===== src/rtl/mmd_ctrl.sv =====
// Multi-modulus divider controller: buffers MASH divide ratios in a small FIFO and
// counts VCO cycles per division period, producing a pulse and a ~50% divided clock.
module mmd_ctrl #(
    parameter int unsigned P_DATA_WIDTH = 8,
    parameter int unsigned P_MIN_DIV    = 4,
    parameter int unsigned P_FIFO_DEPTH = 4
) (
    input  logic                          i_clk,
    input  logic                          i_rst_n,
    input  logic                          i_en,
    input  logic [P_DATA_WIDTH-1:0]       i_div,
    input  logic                          i_div_valid,
    output logic                          o_div_ready,
    input  logic                          i_clr_flags,
    output logic                          o_pulse,
    output logic                          o_div_out,
    output logic                          o_busy,
    output logic                          o_clamp,
    output logic                          o_underrun,
    output logic [$clog2(P_FIFO_DEPTH):0] o_level
);
    localparam int unsigned AW = $clog2(P_FIFO_DEPTH);
    localparam int unsigned LW = AW + 1;
    localparam logic [P_DATA_WIDTH-1:0] MIN_DIV = P_DATA_WIDTH'(P_MIN_DIV);
    localparam logic [LW-1:0]           DEPTH   = LW'(P_FIFO_DEPTH);

    typedef enum logic {S_IDLE, S_COUNT} state_t;

    state_t                  state_q, state_d;
    logic [P_DATA_WIDTH-1:0] cnt_q, cnt_d;
    logic [P_DATA_WIDTH-1:0] last_n_q, last_n_d;
    logic [P_DATA_WIDTH-1:0] mem [P_FIFO_DEPTH];
    logic [AW-1:0]           wr_ptr_q, rd_ptr_q;
    logic [LW-1:0]           level_q, level_d;
    logic                    wr, pop, fifo_load, clamp_d, underrun_set, underrun_d;
    logic                    pulse_d, div_out_d, busy_d, ready_d;
    logic [P_DATA_WIDTH-1:0] head, n_eff;

    assign wr    = i_div_valid && o_div_ready;
    assign head  = mem[rd_ptr_q];
    assign n_eff = (head < MIN_DIV) ? MIN_DIV : head;

    // Next-state, counter reload and registered-output decode
    always_comb begin
        state_d      = state_q;
        cnt_d        = cnt_q;
        last_n_d     = last_n_q;
        fifo_load    = 1'b0;
        pop          = 1'b0;
        clamp_d      = 1'b0;
        underrun_set = 1'b0;
        case (state_q)
            S_IDLE: begin
                if (i_en && (level_q != '0)) fifo_load = 1'b1;
            end
            S_COUNT: begin
                if (cnt_q != '0) begin
                    cnt_d = cnt_q - P_DATA_WIDTH'(1);
                end else if (!i_en) begin
                    state_d = S_IDLE;
                end else if (level_q != '0) begin
                    fifo_load = 1'b1;
                end else begin
                    // Starved: repeat the previous ratio rather than stall the loop
                    cnt_d        = last_n_q - P_DATA_WIDTH'(1);
                    underrun_set = 1'b1;
                end
            end
            default: state_d = S_IDLE;
        endcase
        if (fifo_load) begin
            pop      = 1'b1;
            state_d  = S_COUNT;
            cnt_d    = n_eff - P_DATA_WIDTH'(1);
            last_n_d = n_eff;
            clamp_d  = (head < MIN_DIV);
        end
        level_d    = level_q + LW'(wr) - LW'(pop);
        ready_d    = (level_d != DEPTH);
        busy_d     = (state_d == S_COUNT);
        pulse_d    = busy_d && (cnt_d == '0);
        div_out_d  = busy_d && (cnt_d >= (last_n_d >> 1));
        underrun_d = underrun_set ? 1'b1 : (i_clr_flags ? 1'b0 : o_underrun);
    end

    always_ff @(posedge i_clk or negedge i_rst_n) begin
        if (!i_rst_n) begin
            state_q     <= S_IDLE;
            cnt_q       <= '0;
            last_n_q    <= MIN_DIV;
            wr_ptr_q    <= '0;
            rd_ptr_q    <= '0;
            level_q     <= '0;
            o_div_ready <= 1'b1;
            o_pulse     <= 1'b0;
            o_div_out   <= 1'b0;
            o_busy      <= 1'b0;
            o_clamp     <= 1'b0;
            o_underrun  <= 1'b0;
        end else begin
            state_q     <= state_d;
            cnt_q       <= cnt_d;
            last_n_q    <= last_n_d;
            level_q     <= level_d;
            o_div_ready <= ready_d;
            o_pulse     <= pulse_d;
            o_div_out   <= div_out_d;
            o_busy      <= busy_d;
            o_clamp     <= clamp_d;
            o_underrun  <= underrun_d;
            if (wr)  wr_ptr_q <= wr_ptr_q + AW'(1);
            if (pop) rd_ptr_q <= rd_ptr_q + AW'(1);
        end
    end

    // Ratio storage needs no reset; occupancy is tracked by level_q
    always_ff @(posedge i_clk) begin
        if (wr) mem[wr_ptr_q] <= i_div;
    end

    assign o_level = level_q;

endmodule


===== config.mk =====
export PLATFORM = sky130hd
export DESIGN_NAME = mmd_ctrl
export DESIGN_NICKNAME = d
export VERILOG_FILES = /design/src/rtl/mmd_ctrl.sv
export SDC_FILE = /design/constraint.sdc
export NUM_CORES = 1
export LEC_CHECK = 0
export CORE_MARGIN = 2
export CORE_UTILIZATION = 35
export CTS_BUF_LIST = sky130_fd_sc_hd__clkbuf_2 sky130_fd_sc_hd__clkbuf_4 sky130_fd_sc_hd__clkbuf_8
export DETAILED_ROUTE_END_ITERATION = 8
export PLACE_DENSITY_LB_ADDON = 0.2
export SETUP_SLACK_MARGIN = 0.02
export SLEW_MARGIN = 10
export SYNTH_ARGS = -nofsm -noshare
export SYNTH_HDL_FRONTEND = slang
export SYNTH_SLANG_ARGS = --single-unit

===== constraint.sdc =====
create_clock -name i_clk -period 4.36 [get_ports i_clk]
set_input_delay 1.308 -clock i_clk [delete_from_list [all_inputs] [get_ports i_clk]]
set_output_delay 1.308 -clock i_clk [all_outputs]
set_load 0.005 [all_outputs]

* Word level (Yosys, flattened, before mapping)
Memory sizes are Yosys's and may differ from the RTL's.
Index checks and enable logic that the tools add are counted.
** Storage, ports and cells
- Register bits :: 29
- Memory bits (writable) :: 32
- Bits of input ports :: 13
- Memories :: 1
** Operators by class
- $add $sub $neg :: 7
- Order comparisons :: 2
- Equality and inequality tests :: 1
- Multiplexer cells :: 26
- Bitwise gates (word level) :: 1
- Reductions and logical operators :: 8
** Memory list
- mem :: words 4, bits a word 8, read ports 1, clocked after memory_dff 0, wr ports 1, RTL line 32 : logic [P_DATA_WIDTH-1:0] mem [P_FIFO_DEPTH];
** Operators by type and width (number)
- $mux 8 :: 7
- $sub 8x1->8 const B :: 3
- $mux 1 :: 18
- $ge 8x7->1 :: 1
- $logic_not 8->1 :: 1
- $lt 8x3->1 const B :: 1
- $reduce_bool 8->1 :: 1
- $add 2x1->2 const B :: 2
- $logic_and 1x1->1 :: 4
- $add 3x1->3 :: 1
- $ne 3x3->1 const B :: 1
- $reduce_bool 3->1 :: 1
- $sub 3x1->3 :: 1
- $pmux 1 s2 :: 1
- $reduce_bool 2->1 :: 1
- $not 1->1 :: 1

* Longest topological paths before layout
- Depth in word-level cells :: 8
- Depth in mapped cells :: 17
- Mapped depth without buffers :: 17

* Worst setup path after synthesis
Ideal clock, no wire load.
- Path kind :: input to register
- Start :: in i_en
- End :: reg o_div_out
- Library setup time :: 0.124 ns
- Arrival time :: 3.500 ns
- Setup slack :: 0.736 ns
- Stages on the path :: 14
- Path buffers :: 0
- Cell sequence :: nor4b_2 -> and2_1 -> o21ai_0 -> a32oi_1 -> and2_1 -> inv_1 -> ha_1 -> nand2b_1 -> a21o_1 -> a21oi_1 -> nor2b_1 -> o21ai_0 -> a21oi_1 -> o31a_1
** On the way
- Word-level cells in the longest chain between the ends :: 6
- Elaborated cells on any way between the ends :: 16
** Ends and longest elaborated chain
- start: declaration :: RTL line 10 : input logic i_en,
- $mux 1, or another cell as far along :: RTL line 59 : end else if (!i_en) begin
- $mux 1, or another cell as far along :: RTL line 57 : if (cnt_q != '0) begin
- $pmux 1 s2 or $mux 8 (tied branches) :: RTL line 52 : case (state_q)
- $mux 8 (*) :: RTL line 71 : if (fifo_load) begin
- net cnt_d[0] :: RTL line 30 : logic [P_DATA_WIDTH-1:0] cnt_q, cnt_d;
- $ge 8x7->1 (*) :: RTL line 82 : div_out_d = busy_d && (cnt_d >= (last_n_d >> 1));
- $logic_and 1x1->1 (*) :: RTL line 82
- net div_out_d :: RTL line 36 : logic pulse_d, div_out_d, busy_d, ready_d;
- end signal: assignment :: RTL line 107 : o_div_out <= div_out_d;
- end: declaration :: RTL line 16 : output logic o_div_out,
Mark *: on every way through the listed nets, which the timed path passes. The rest lies on a longest branch.
A chain may end at the register's enable or synchronous reset.

* Final worst setup path
Same ends and word-level chain as after synthesis.

==> summary.md <==
| Metric | Value |
|---|---|
| Max Transition Viols Final | `0` |
| I/O pin cnt | `22` |
| Path class of the lowest-slack min-delay path | `reg2reg` |
| Clock transition at path regs | `70 ps` |
| Width of the die | `99.4 µm` |
| Outcome | `completed` |
| GRT Residual Overflow | `0` |
| Share of final-layout standard cells stronger than drive strength 1 | `14.6%` |
| Worst slew margin | `65.5%` |
| Final-layout worst hold slack | `524 ps` |
| Worst Path Class, Setup | `in2reg` |
| Count of cells along the worst register-to-register path | `14` |
| Flop and latch count out of synthesis | `61` |
| Setup TNS | `0 ps` |
| Internal power contribution | `~0.0016 W` |
| Unique masters post-synth | `54` |
| Routed vias | `2123` |
| Hold Crit Start | `o_underrun` |
| Post-route non-filler standard cell count | `409` |
| Post-route ant nets | `0` |
| Number of input and output port buffers inserted | `21` |
| Area of the core | `8760 µm²` |
| Clock Power Share | `19.4%` |
| Maxcap violations | `0` |
| Cell taking the most area after synthesis | `sky130_fd_sc_hd__edfxtp_1` |
| Worst Clk Skew | `8.01 ps` |
| Max Root-Sink Buffers | `2` |
| Total clock buffers created by CTS | `9` |
| DRC | `0` |
| Share of the clock period used by the worst path | `about 87%` |
| Worst R2R Setup Slack | `approximately 550 ps` |
| Antenna violations before repair | `0` |
| Area used by sequential logic in the layout | `1690 µm²` |
| Power per cell area | `687 nW/µm²` |
| Minimum period implied by the final worst setup slack | `3810 ps` |
| Area of the mapped netlist | `3190 µm²` |
| Leakage power | `1.50 nW` |
| Number of sinks driven by the clock tree | `61` |
| DR pass1 iterations | `4` |
| Most frequent cell after synthesis | `sky130_fd_sc_hd__edfxtp_1` |
| Inserted Diodes | `0` |
| Die footprint | `between 9000 and 10000 µm²` |
| Placed Cells incl. Taps | `393` |
| Final Wtd Congestion | `0.845` |
| Source-to-sink clock delay at the later pin of the worst-skew pair | `340 ps` |
| Total detailed-routing wirelength | `~6.6 mm` |
| Number of instances in the synthesized netlist | `260` |
| Nets in the synthesized netlist | `291` |
| Worst-path maximum fanout | `3` |
| Routed WL per cell | `16.1 µm` |
| All-Layer GR Usage | `14.5%` |
| Crit path required time | `about 4600 ps` |
| Total of warnings raised by yosys | `0` |
| Proportion of synthesized flip-flops having asynchronous set or reset | `47.5%` |
| Cells resized by post-CTS repair | `0` |
| Final-stage net count | `327` |
| Post-synth top cells | `sky130_fd_sc_hd__edfxtp_1 (32), sky130_fd_sc_hd__dfrtp_1 (27), sky130_fd_sc_hd__inv_1 (22)` |
| Relative area change from synthesis to final layout | `18.3%` |
| H-tree levels | `3` |
| Vias in the first global route | `2162` |
| Std cell rows | `34` |
| End point of the worst hold path | `o_underrun` |
| Unrepaired setup endpoints after global routing | `false` |
| Combinational share of power | `between 40% and 50%` |
| Clock tree from TritonCTS | `yes` |
| Top cell type's share of synthesized area | `30.2%` |
| Register share of total power | `36.8%` |
| Post-synth EDFFs | `32` |
| Kind of start point of the critical path | `primary input` |
| Routed vias/inst | `5.19` |
| Sw power | `0.00100 W` |
| Footprint of the multi-input gates | `1380 µm²` |
| Starting density of the core | `approximately 36%` |
| Switching power share of the total | `between 30% and 40%` |
| Post-CTS Setup Inserts | `0` |
| Final setup violation count | `0` |
| Total power consumption of the routed design | `approximately 0.0026 W` |
| Post-synth top flop | `sky130_fd_sc_hd__edfxtp_1` |
| Master cell of the clock root buffer | `sky130_fd_sc_hd__clkbuf_8` |
| Transition at the pin with the smallest max-transition slack | `517 ps` |
| Terminus of the critical flop-to-flop path | `o_div_out` |
| Maximum clock frequency | `263 MHz` |
| Half-perimeter wire length after placement | `approximately 5.0 mm` |
| Hold Buf Count CTS | `0` |
| Post-Synthesis Mean Instance Area | `12.3 µm²` |
| Number of fill cells in the layout | `832` |
| Startpoint of the worst-slack reg-to-reg timing path | `rd_ptr_q[0]` |
| Top post-synthesis cells by area | `sky130_fd_sc_hd__edfxtp_1 (30%), sky130_fd_sc_hd__dfrtp_1 (21%), sky130_fd_sc_hd__ha_1 (6.7%)` |
| Wire length of the first global-routing pass | `11.0 mm` |
| Max IR drop VDD | `0.000262 V` |
| Crit end category | `register` |
| Final Hold Vio Count | `0` |
| Height of the chip | `99.4 µm` |
| Maximum number of pins on one net before global-route repair | `30` |
| Violation count after the first detailed-routing iteration | `52` |
| Sequential area share after synthesis | `between 50% and 60%` |
| Arrival @ worst endpoint | `4040 ps` |
| Worst Hold Depth | `2` |
## how the worst max path moves through the flow
stage,from,endpoint,cells after the start
floorplan,i_en,o_div_out,14
global route,rd_ptr_q[0],o_div_out,15
CTS,i_en,o_div_out,15
global placement,i_en,o_div_out,15
detailed placement,i_en,o_div_out,15
finish,i_en,o_div_out,15
## sequential cells by signal (all words and copies together), names as in the netlist
register     count
cnt_q            8
last_n_q         8
mem             32
o_clamp          1
o_div_out        1
o_div_ready      1
o_level          3
o_pulse          1
o_underrun       1
rd_ptr_q         2
state_q          1
wr_ptr_q         2
## layout by cell type (no fill, tap or decap), types with 3 or more instances in the layout
| master | n |
|---|---|
| sky130_fd_sc_hd__a21o_1 | 4 |
| sky130_fd_sc_hd__a21oi_1 | 8 |
| sky130_fd_sc_hd__a32oi_1 | 3 |
| sky130_fd_sc_hd__and2_1 | 5 |
| sky130_fd_sc_hd__and3_1 | 5 |
| sky130_fd_sc_hd__buf_4 | 10 |
| sky130_fd_sc_hd__clkbuf_8 | 9 |
| sky130_fd_sc_hd__clkdlybuf4s50_1 | 21 |
| sky130_fd_sc_hd__clkinvlp_4 | 3 |
| sky130_fd_sc_hd__dfrtp_1 | 27 |
| sky130_fd_sc_hd__edfxtp_1 | 32 |
| sky130_fd_sc_hd__ha_1 | 17 |
| sky130_fd_sc_hd__inv_1 | 22 |
| sky130_fd_sc_hd__mux2i_1 | 5 |
| sky130_fd_sc_hd__mux4_2 | 8 |
| sky130_fd_sc_hd__nand2_1 | 17 |
| sky130_fd_sc_hd__nand3_1 | 6 |
| sky130_fd_sc_hd__nand3b_1 | 3 |
| sky130_fd_sc_hd__nor2_1 | 20 |
| sky130_fd_sc_hd__nor3_1 | 5 |
| sky130_fd_sc_hd__o211ai_1 | 3 |
| sky130_fd_sc_hd__o21ai_0 | 9 |
| sky130_fd_sc_hd__o22ai_1 | 3 |
| sky130_fd_sc_hd__o31ai_1 | 4 |
| sky130_fd_sc_hd__xnor2_1 | 9 |
| sky130_fd_sc_hd__xor2_1 | 4 |
## routing by layer
layer	global-route usage (%)	routed length [µm]	vias to the layer above
li1	-	-	1035
met1	19.8	3220	1031
met2	21.8	3030	45
met3	4.08	211	12
met4	6.32	138	0
met5	0	0	-
## kinds of logic after synthesis
group,Yosys count,synth area share [%]
muxes,15,8.41
AOI/OAI and AO/OA,45,9.74
xor gates and xnor gates,13,3.57
adders and majority gates,18,7.31
buffers and inverters,28,3.73
DFF,61,53.0
and+or+nand+nor,80,14.2
## power groups by stage
stage / sequential [W] / clock [W] / combinational [W]
after floorplan: 0.000911 / 0 / 0.000830
after global placement: 0.000965 / 0 / 0.00114
after detailed placement: 0.000964 / 0 / 0.00113
after CTS: 0.000953 / 0.000523 / 0.00114
after global routing: 0.000977 / 0.000555 / 0.00127
final: 0.000953 / 0.000503 / 0.00113
## worst max-delay path: stages
cell and delay, ps:
sky130_fd_sc_hd__clkdlybuf4s50_1 500, sky130_fd_sc_hd__nor4b_2 290, sky130_fd_sc_hd__and2_1 170, sky130_fd_sc_hd__o21ai_0 70, sky130_fd_sc_hd__a32oi_1 220, sky130_fd_sc_hd__and2_1 170
sky130_fd_sc_hd__inv_1 40, sky130_fd_sc_hd__ha_1 270, sky130_fd_sc_hd__nand2b_1 140, sky130_fd_sc_hd__a21o_1 170, sky130_fd_sc_hd__a21oi_1 170, sky130_fd_sc_hd__nor2b_1 60
sky130_fd_sc_hd__o21ai_0 150, sky130_fd_sc_hd__a21oi_1 80, sky130_fd_sc_hd__o31a_1 230
## cell type report
type	count	share of cell area (%)
repair buffers	31	7.57
clock buffers	9	3.29
inverters	22	2.19
flip-flops and latches	61	44.8
multi-input cells	171	36.6
clock inverters	7	1.99
well taps	108	3.59
## through the flow
stage	setup WS [ps]	util [%]	instance area, µm²
2_1_floorplan	736	-	3190
3_3_place_gp	224	40.7	3570
3_5_place_dp	172	40.7	3570
4_1_cts	551	43.0	3770
5_1_grt	342	43.0	3770
6_report	555	43.0	3770
No activity file was read; power rests on OpenSTA's default activity.
==> RTL change 1: new RTL, config.mk and constraints unchanged <==
Put one more register stage on the output `o_level`, without a reset. The value now appears one clock later. The other outputs are not delayed to match.
--- a/src/rtl/mmd_ctrl.sv
+++ b/src/rtl/mmd_ctrl.sv
@@ -118,7 +118,9 @@
         if (wr) mem[wr_ptr_q] <= i_div;
     end
 
-    assign o_level = level_q;
+    always_ff @(posedge i_clk) begin
+        o_level <= level_q;
+    end
 
 endmodule
 
Behaviour: not the same (a bounded check fails within 4 cycles, from zero or initial values and one cycle with i_rst_n low).
==> RTL change 1 against the unedited design <==
  * Sequential cell count is 3 higher
  * Routed wire length grew 2.3%
  * Critical path type is now flip-flop to flip-flop
  * Cell area is 2.6% higher
  * Power grew 6.4%
  * Worst setup slack got worse by 1.6 ps
  * Highest routed layer unchanged
  * Synthesized area rose by 1.9%
  * Cell count up 0.98%
  * Global-route usage up 0.19 points
  * Core utilization down 0.55 points
  * Clock power rose by 27%
  * Non-clock buffer count fell by 2
  * Count of clock-buffer cells in the layout stayed put
==> RTL change 1: results (changes against the unedited design) <==
global_route:
  grt_pass1_vias: 2132  # -1.4%
  grt_pass1_wl_um: 11200  # +2.0%
  grt.total_usage: 0.147  # +0.00186
power:
  irDropWorstVdd_mv: 0.289  # +10%
  cell_internal_pwr_mw: 1.74  # +9.6%
  power_mw: 2.76  # +6.4%
  combPwrFrac: 0.400  # -0.038
  cellLeakagePower_nw: 1.55  # +3.1%
critical_path:
  crit_path_start_kind: "flip-flop"
  timing.reg2reg.setup_slack_ps: 550  # about the same
  cp_slowest_stage_delay_ps: 720  # +220 ps
  r2r.worst_path.cells: 13  # -1
  startpoint: "rd_ptr_q[0]$_DFFE_PN0P_"
  cp_top_family: "simple AND/OR/NAND/NOR gates"
  cp_max_fo: 7  # +4
  cp_slowest_cell: "mux4_1"
  crit_type: "flip-flop to flip-flop"
finish:
  final_cells: 413  # +0.98%
  layout.nets: 328  # +0.31%
  fillers: 867  # +4.2%
  drive_gt1_frac: 0.139  # -0.00711
  antenna_cells: 0  # unchanged
run_status:
  outcome: "finished clean"
synthesis:
  seq_area_frac_synth: 0.539  # +0.00869
  synthCells: 263  # +1.2%
  syn-num-nets: 294  # +1.0%
  synth_area_leaders: "edfxtp_1 30%, dfrtp_1 21%, ha_1 6.6%"
  async_flop_share: 0.453  # -0.0223
  ys_types: 55  # +1.9%
worst_hold_path:
  holdPathEnd: "o_level[0]$_DFF_P_"
  min_from: "level_q[0]$_DFF_PN0_"
  hold_depth: 0  # -2
placed_design:
  globalplace.congestion: 0.829  # -1.9%
  hpwl_um: 5020  # +1.2%
  dp.cells: 397  # +1.0%
  placed_area_um2: 3620  # +1.4%
  port_buffers: 21  # unchanged
  pre_cts_slack_ps: 223  # +50.6 ps
detailed_routing:
  totalWireLength_um: 6750  # +2.3%
  drt_iter0_markers: 76  # +46%
  via_per_inst: 5.23  # +0.71%
timing:
  fin_ws_ps: 553  # -1.60 ps
  setup_viol: 0  # unchanged
  whs_ps: 468  # -56.4 ps
  skew_ps: 12.5  # +4.50 ps
  tightest_slew_ps: 651  # +134 ps
clock_network:
  cts_max_path_buffers: 2  # unchanged
  cts_buffers: 9  # unchanged
  htree_levels: 3  # unchanged
-- RTL change 1: kinds of logic (layout without fill, tap and decap cells) --
group	after synthesis	in the layout	synth area share
adders and majority gates	18	18	0.0717
DFF	64	64	0.539
buffers and inverters	28	67	0.0366
xor gates and xnor gates	13	13	0.0351
AOI/OAI and AO/OA	45	45	0.0956
and+or+nand+nor	80	80	0.140
muxes	15	15	0.0825
-- RTL change 1: routing by layer --
metal	vias up	part of all wire	global-route usage
met1	1060	0.46	0.187
met5	-	0	0
met4	0	0.013	0.0590
met2	46	0.49	0.241
met3	9	0.044	0.0362
li1	1044	-	-
-- RTL change 1: layout make-up --
class,instances,area [µm²],share of cell area
Timing Repair Buffer,29,270,0.0699
Clock buffer,9,124,0.0320
Clock inverter,7,125,0.0324
Sequential cell,64,1750,0.452
Tap cell,111,139,0.0359
Multi-Input combinational cell,171,1380,0.356
Inverter,22,82.6,0.0214
==> RTL change 2: new RTL, same settings <==
Without the edit above. The parameter `P_FIFO_DEPTH` goes from 4 to 8.
--- a/src/rtl/mmd_ctrl.sv
+++ b/src/rtl/mmd_ctrl.sv
@@ -3,7 +3,7 @@
 module mmd_ctrl #(
     parameter int unsigned P_DATA_WIDTH = 8,
     parameter int unsigned P_MIN_DIV    = 4,
-    parameter int unsigned P_FIFO_DEPTH = 4
+    parameter int unsigned P_FIFO_DEPTH = 8
 ) (
     input  logic                          i_clk,
     input  logic                          i_rst_n,
Interface: changed (resized o_level); port bits go from 22 to 23. The function was not compared with the original's and may differ.
==> RTL change 2 against the unedited design <==
  * Sequential cell count up 35
  * Worst setup slack got worse by 0.79 ps
  * Sequential share of layout area rose by 6.7 points
  * Critical path type is now flip-flop to flip-flop
  * Routed wire length is 39% higher
  * Cell area is 40% higher
  * Critical path depth grew 2
  * Non-clock buffer count grew 6
  * Clock power increased by 13%
  * Power rose by 30%
  * Synthesized area increased by 45%
  * Die area rose by 43%
  * Critical endpoint unchanged
  * Clock skew fell by 2.0 ps
==> RTL change 2: results (changes against the unedited design) <==
run_status:
  outcome: "finished clean"
finish:
  top_regs: "mem x64, cnt_q x8, last_n_q x8"
  multi_input_gates: 201  # +18%
  bufAreaShareNonClock: 0.0643  # -0.0114
  multi_input_area_share: 0.327  # -0.0389
  layout.nets: 400  # +22%
  fillers: 1232  # +48%
  multi_input_area_um2: 1730  # +25%
  inverters: 23  # +4.5%
  final_cells: 545  # +33%
  n_all_buffers: 37  # +19%
  clkbuf_count: 10  # +1
  seq_area_um2: 2730  # +61%
detailed_routing:
  drt_iter0_markers: 170  # +230%
  drt-wirelength-per-cell_um: 16.8  # +4.5%
  vias: 2706  # +27%
power:
  cell_internal_pwr_mw: 2.12  # +34%
  irDropWorstVdd_mv: 0.307  # +17%
  pg_seq_mw: 1.36  # +43%
  clkPwrFrac: 0.169  # -0.025
  cellLeakagePower_nw: 1.96  # +30%
placed_design:
  dp.cells: 529  # +35%
  port_buffers: 22  # +4.8%
  hpwl_um: 6460  # +30%
  globalplace.congestion: 0.885  # +4.7%
  placed_area_um2: 5100  # +43%
  pre_cts_slack_ps: 308  # +136 ps
critical_path:
  startpoint: "rd_ptr_q[0]$_DFFE_PN0P_"
  cp_slowest_stage_delay_ps: 540  # +40 ps
  cp_top_family: "multiplexers"
  cp_slowest_cell: "mux4_2"
  crit_arrival_ps: 4070  # +30 ps
synthesis:
  ys_types: 65  # +20%
  synth_xor_area_frac: 0.0247  # -0.0110
  async_flop_share: 0.333  # -0.142
  syn_avg_cell_area_um2: 14.0  # +14%
  seq_area_frac_synth: 0.592  # +0.0613
  synth_edf_count: 64  # +100%
  synthAdderAreaFrac: 0.0532  # -0.0198
  ys_ff_latch: 96  # +57%
  synth_area_leaders: "edfxtp_1 42%, dfrtp_1 16%, mux4_2 6.4%"
  ys_top_cells_by_count: "64 x edfxtp_1, 30 x dfrtp_1, 25 x nand2_1, 21 x inv_1, 18 x ha_1"
  synth_compound_area_frac: 0.0760  # -0.0214
global_route:
  grt_pass1_wl_um: 15200  # +38%
  grt_pass1_vias: 2791  # +29%
  grt_max_degree: 33  # +10%
  grt.total_usage: 0.141  # -0.00377
die:
  dieArea_um2: 14100  # +43%
timing:
  whs_ps: 561  # +36.8 ps
  min_period_over_period: 0.873  # about the same
  skew_ps: 5.99  # -2.02 ps
clock_network:
  clk_pin_slew_ps: 100  # +30 ps
-- RTL change 2: changes by cell type after synthesis, moves of 4 or more --
cell	before	now
and2_1	5	0
nor2_1	20	16
o31ai_1	4	0
buf_2	2	6
edfxtp_1	32	64
nand2b_1	2	6
nand2_1	17	25
mux4_2	8	13
and3_1	5	1
nor3_1	5	9
-- RTL change 2: routing by layer --
metal	part of all wire	GRT usage	wire (µm)	vias to the layer above
met1	0.44	0.178	4080	1337
met2	0.51	0.236	4640	48
met5	0	0	0	-
met4	0.011	0.0394	102	0
met3	0.039	0.0425	358	12
li1	-	-	-	1309
-- RTL change 2: worst register-to-register path: cells and delay by family (launching register included) --
| kind | cells | cell delay (ps) |
|---|---|---|
| multiplexers | 4 | 1430 |
| adder cells (fa/ha/maj) | 2 | 490 |
| buffers and inverters | 2 | 280 |
| AND/OR/NAND/NOR | 5 | 590 |
| AO/OA/AOI/OAI | 4 | 530 |
| flip-flops | 1 | 390 |
